<file path="src/rtl/cache_mem_arbiter.sv">
// cache_mem_arbiter: shares the physical-memory line port between the icache
// and the dcache. One grant at a time, held until pmem_resp, with the response
// routed back combinationally. Wrapping per-requester completion counters
// feed the performance bench.
// Optional feature: define CACHE_ARB_ROUND_ROBIN_EN to alternate priority
// under contention; otherwise the dcache always wins a tie.
//
// state   | meaning
// IDLE    | no strobes; arbitrate and latch the winner's request
// SERVE_I | icache line read in flight
// SERVE_D | dcache line read or write-back in flight
module cache_mem_arbiter #(
    parameter int LINE_WIDTH  = 256,
    parameter int OFFSET_BITS = 5
) (
    input  logic                  clk,
    input  logic                  rst,
    input  logic                  i_read,
    input  logic [31:0]           i_address,
    output logic [LINE_WIDTH-1:0] i_rdata,
    output logic                  i_resp,
    input  logic                  d_read,
    input  logic                  d_write,
    input  logic [31:0]           d_address,
    input  logic [LINE_WIDTH-1:0] d_wdata,
    output logic [LINE_WIDTH-1:0] d_rdata,
    output logic                  d_resp,
    output logic                  pmem_read,
    output logic                  pmem_write,
    output logic [31:0]           pmem_address,
    output logic [LINE_WIDTH-1:0] pmem_wdata,
    input  logic [LINE_WIDTH-1:0] pmem_rdata,
    input  logic                  pmem_resp,
    output logic [31:0]           i_grant_count,
    output logic [31:0]           d_grant_count
);

    typedef enum logic [1:0] {IDLE, SERVE_I, SERVE_D} state_t;

    state_t                state_q, state_d;
    logic [31:0]           addr_q, addr_d;
    logic [LINE_WIDTH-1:0] wdata_q, wdata_d;
    logic                  wr_q, wr_d;
    logic [31:0]           i_cnt_q, d_cnt_q;
    logic                  d_req;
    logic                  pick_d;

    assign d_req = d_read | d_write;

`ifdef CACHE_ARB_ROUND_ROBIN_EN
    logic last_d_q;

    // under contention, favour whichever requester was not served last
    always_comb pick_d = d_req && (!i_read || !last_d_q);

    // remember who completed most recently; reset means icache
    always_ff @(posedge clk or posedge rst) begin
        if (rst)
            last_d_q <= 1'b0;
        else if (i_resp)
            last_d_q <= 1'b0;
        else if (d_resp)
            last_d_q <= 1'b1;
    end
`else
    // fixed priority: the MEM stage must not stall behind an IF refill
    always_comb pick_d = d_req;
`endif

    // next-state, request capture and strobe/response decode
    always_comb begin
        state_d    = state_q;
        addr_d     = addr_q;
        wdata_d    = wdata_q;
        wr_d       = wr_q;
        pmem_read  = 1'b0;
        pmem_write = 1'b0;
        i_resp     = 1'b0;
        d_resp     = 1'b0;
        case (state_q)
            IDLE: begin
                if (pick_d) begin
                    state_d = SERVE_D;
                    addr_d  = d_address;
                    wdata_d = d_wdata;
                    wr_d    = d_write;
                end else if (i_read) begin
                    state_d = SERVE_I;
                    addr_d  = i_address;
                    wr_d    = 1'b0;
                end
            end
            SERVE_I: begin
                pmem_read = 1'b1;
                if (pmem_resp) begin
                    i_resp  = 1'b1;
                    state_d = IDLE;
                end
            end
            SERVE_D: begin
                pmem_read  = !wr_q;
                pmem_write = wr_q;
                if (pmem_resp) begin
                    d_resp  = 1'b1;
                    state_d = IDLE;
                end
            end
            default: state_d = IDLE;
        endcase
    end

    // state and latched request; reset abandons any in-flight access
    always_ff @(posedge clk or posedge rst) begin
        if (rst) begin
            state_q <= IDLE;
            addr_q  <= '0;
            wdata_q <= '0;
            wr_q    <= 1'b0;
        end else begin
            state_q <= state_d;
            addr_q  <= addr_d;
            wdata_q <= wdata_d;
            wr_q    <= wr_d;
        end
    end

    // completion counters, wrapping naturally at 32 bits
    always_ff @(posedge clk or posedge rst) begin
        if (rst) begin
            i_cnt_q <= '0;
            d_cnt_q <= '0;
        end else begin
            if (i_resp)
                i_cnt_q <= i_cnt_q + 32'd1;
            if (d_resp)
                d_cnt_q <= d_cnt_q + 32'd1;
        end
    end

    assign pmem_address  = {addr_q[31:OFFSET_BITS], {OFFSET_BITS{1'b0}}};
    assign pmem_wdata    = wdata_q;
    assign i_rdata       = pmem_rdata;
    assign d_rdata       = pmem_rdata;
    assign i_grant_count = i_cnt_q;
    assign d_grant_count = d_cnt_q;

    // a simultaneous dcache read and write is a cache bug; the write is served
    rw_exclusive: assert property (@(posedge clk) disable iff (rst) !(d_read && d_write));

endmodule

</file>
<file path="config.mk">
export PLATFORM = sky130hd
export DESIGN_NAME = cache_mem_arbiter
export DESIGN_NICKNAME = d
export VERILOG_FILES = /design/src/rtl/cache_mem_arbiter.sv
export SDC_FILE = /design/constraint.sdc
export NUM_CORES = 1
export LEC_CHECK = 0
export CORE_AREA = 2 2 563 565
export CTS_CLUSTER_SIZE = 16
export DETAILED_ROUTE_END_ITERATION = 7
export DIE_AREA = 0 0 565 567
export PLACE_DENSITY = 0.34
export SLEW_MARGIN = 20
export SYNTH_ARGS = -nofsm -noshare
export SYNTH_HDL_FRONTEND = slang
export SYNTH_SLANG_ARGS = --single-unit
export TNS_END_PERCENT = 10
</file>
<file path="constraint.sdc">
create_clock -name clk -period 16.3 [get_ports clk]
set_input_delay 2.445 -clock clk [delete_from_list [all_inputs] [get_ports clk]]
set_output_delay 2.445 -clock clk [all_outputs]
set_load 0.05 [all_outputs]
</file>
==> metrics.cfg <==
[die]
initial_utilization = 0.0566
rows = 206
ioPinCount = 1450
die_w_um = 565
dieHeight_um = 567
core_sq_mm = 0.314
die_area_sq_mm = 0.320

[sta]
fmax_mhz = 139
worst_pin_slew_ns = 1.09
rsz0062_at_grt = no
final.setup_skew_ns = 0.0601
fin_tns_setup_ns = 0
post-route-period-util = 0.440
drv_slew = 0
hold_violations = 0
setup_slack_ns = 9.12
min_period_ns = 7.18
setup_viol_count_final = 0
maxSlewHeadroom = 0.268

[min_path]
hp-start = d_grant_count[31]
hp-class = reg -> reg

[logic_synthesis]
synth.distinct_cells = 38
synth_edf_count = 0
syn_avg_cell_area_sq_um = 12.3
synth_top_family_by_area = buffers and inverters
ys_ff_latch = 350
synth_top_area_share = 0.493
synth_xor_area_frac = 0.0306
synth_area_sq_mm = 0.0178
synthMuxAreaShare = 0.179
ys.flop_type = dfrtp_1
syn_inst = 1444
synthAdderAreaFrac = 0.00352
yosysMostFrequentCell = buf_4
synthArstFlopShare = 1.00
yosys-top-cells-area = dfrtp_1 (49%), buf_4 (23%), mux2_1 (16%), xnor2_1 (2.6%), mux2i_1 (1.5%)
synth-simple-area-share = 0.0472
synth_compound_area_frac = 0.0112
yosysTopAreaCell = dfrtp_1
yosysSeqAreaShare = 0.493
synth_common_cells = buf_4 (541), dfrtp_1 (350), mux2_1 (256)
yosysWarnings = 0

[clock_network]
clkSlewWorstSetupHoldPaths_ns = 0.06
clock_latency_ns = 0.73
numCtsBuffers = 53
h-tree-depth = 2
cts_tree = built
root_buffer = clkbuf_16
cts_setup_buffers = 0
cts_resized = 0
cts.sinks = 350
hold_buffers = 0
cts_buffer_depth = 3

[final_layout]
fillers = 36200
syn_to_final_growth_pct = 55.8
drive_above_1_share = 0.0742
design_area_sq_mm = 0.0277
final_core_util = 0.0881
fin_nets = 2213

[grt]
grtUsageTotal = 0.0811
antenna_found_initial = 115
grt_max_degree = 135
gr-total-overflow = 0
grt_pass1_vias = 12400
grt_pass1_wl_um = 162000

[drt]
drc_errors = 0
firstDrtPassIters = 4
vias_per_cell = 2.02
drt_wl_total_um = 134000
initialDrtViolationCount = 416
vias = 11800
wl_per_cell_um = 22.9
ant_nets = 0

[power_and_ir_drop]
p_leak_nw = 9.64
max-vdd-ir-drop_v = 0.000106
power_density_mw_per_mm2 = 222

[status]
status = finished, final reports clean

[setup_path]
worstSetupPathType = in -> out
crit_path_end_kind = output pin
r2r-start = state_q[0]
critical_path.slowest_cell = clkdlybuf4s50_1
critPathMostFrequentCell = clkdlybuf4s50_1
cp_data_arrival_time_ns = 4.73
cp.required_ns = 13.86
path_cells = clkdlybuf4s50_1, buf_4, and2_1, clkdlybuf4s50_1
max_stage_delay_ns = 1.17
crit_path_start_kind = input pin
crit_fanout = 6
critPathLaunch = pmem_resp

[placement]
place.gp.congestion = 0.689
numPortBuffers = 666
placed_area_sq_mm = 0.0256
dp_hpwl_um = 116000
pre_cts_slack_ns = 9.00

[flow_run]
maxCapViolCount = 0

-- path summary, 6_finish.rpt --
kind                                          end  slack, ns  cells after the start
worst max register to register    pmem_wdata[167]      12.99                      6
worst min-delay path            d_grant_count[31]       0.48                      1
min in group asynchronous         pmem_wdata[123]       2.24                      2
worst max-delay path                       i_resp       9.12                      4
max in group asynchronous               addr_q[6]      11.79                      4
worst min register to register  d_grant_count[31]       0.48                      1
-- power by group --
| group | internal (W) | switching [W] | total (W) | leakage [nW] |
|---|---|---|---|---|
| clock | 0.000806 | 0.000506 | 0.00131 | 0.937 |
| combinational | 0.000992 | 0.00239 | 0.00338 | 4.46 |
| sequential | 0.00125 | 0.000206 | 0.00145 | 4.24 |
-- stage by stage --
stage          hold WS, ns  std cells  total power (W)
6_report             0.479       5863          0.00615
5_1_grt              0.502       5836          0.00658
4_1_cts              0.477       5831          0.00638
3_5_place_dp         0.470       5731          0.00499
3_3_place_gp         0.465       5731          0.00499
2_1_floorplan        0.481       1448          0.00368
-- critical path, delay by kind of cell --
family	cells	cell delay (ns)
buffers and inverters	3	1.99
AND/OR/NAND/NOR	1	0.24
-- cell type report --
class	count	area, sq um	area share
timing repair buffer	682	6790	0.246
multi-input combinational	531	4850	0.175
antenna	32	80.1	0.00289
clock buffer	78	1560	0.0565
inverter	8	37.5	0.00136
clock inverter	22	382	0.0138
tap	4160	5200	0.188
sequential	350	8760	0.317
-- routing by layer --
| layer | share of wire | global-route usage | wire, um |
|---|---|---|---|
| met1 | 0.34 | 0.0796 | 45900 |
| met2 | 0.41 | 0.119 | 54700 |
| met3 | 0.21 | 0.0755 | 28100 |
| met4 | 0.041 | 0.0285 | 5530 |
| met5 | 0.00071 | 0.00151 | 96 |
-- flip-flops by register name (all words and copies together) (netlist names) --
| signal | count |
|---|---|
| pmem_wdata | 256 |
| d_grant_count | 32 |
| i_grant_count | 32 |
| addr_q | 27 |
| state_q | 2 |
| wr_q | 1 |
-- cells by family after synthesis --
| family | after synthesis |
|---|---|
| AO/OA/AOI/OAI | 35 |
| XOR/XNOR | 62 |
| adder cells (fa/ha/maj) | 5 |
| buffers and inverters | 567 |
| flip-flops | 350 |
| multiplexers | 285 |
| other | 1 |
| AND/OR/NAND/NOR | 139 |
-- placed cells by master, fill, tap and decap left out, drive strengths merged, types with 3 or more instances in the layout --
master / count
clkdlybuf4s50: 664
buf: 18
o21ai: 28
and3: 12
bufinv: 9
mux2i: 27
nand2: 43
nor3: 4
clkinvlp: 4
diode: 32
inv: 10
dfrtp: 350
conb: 5
ha: 5
clkinv: 7
nor2: 8
and4: 4
nand4: 26
xnor2: 53
nand3: 28
a21oi: 3
clkbuf: 78
mux2: 258
nor4: 5
and2: 4
xor2: 9
(Power assumes the default switching activity.)
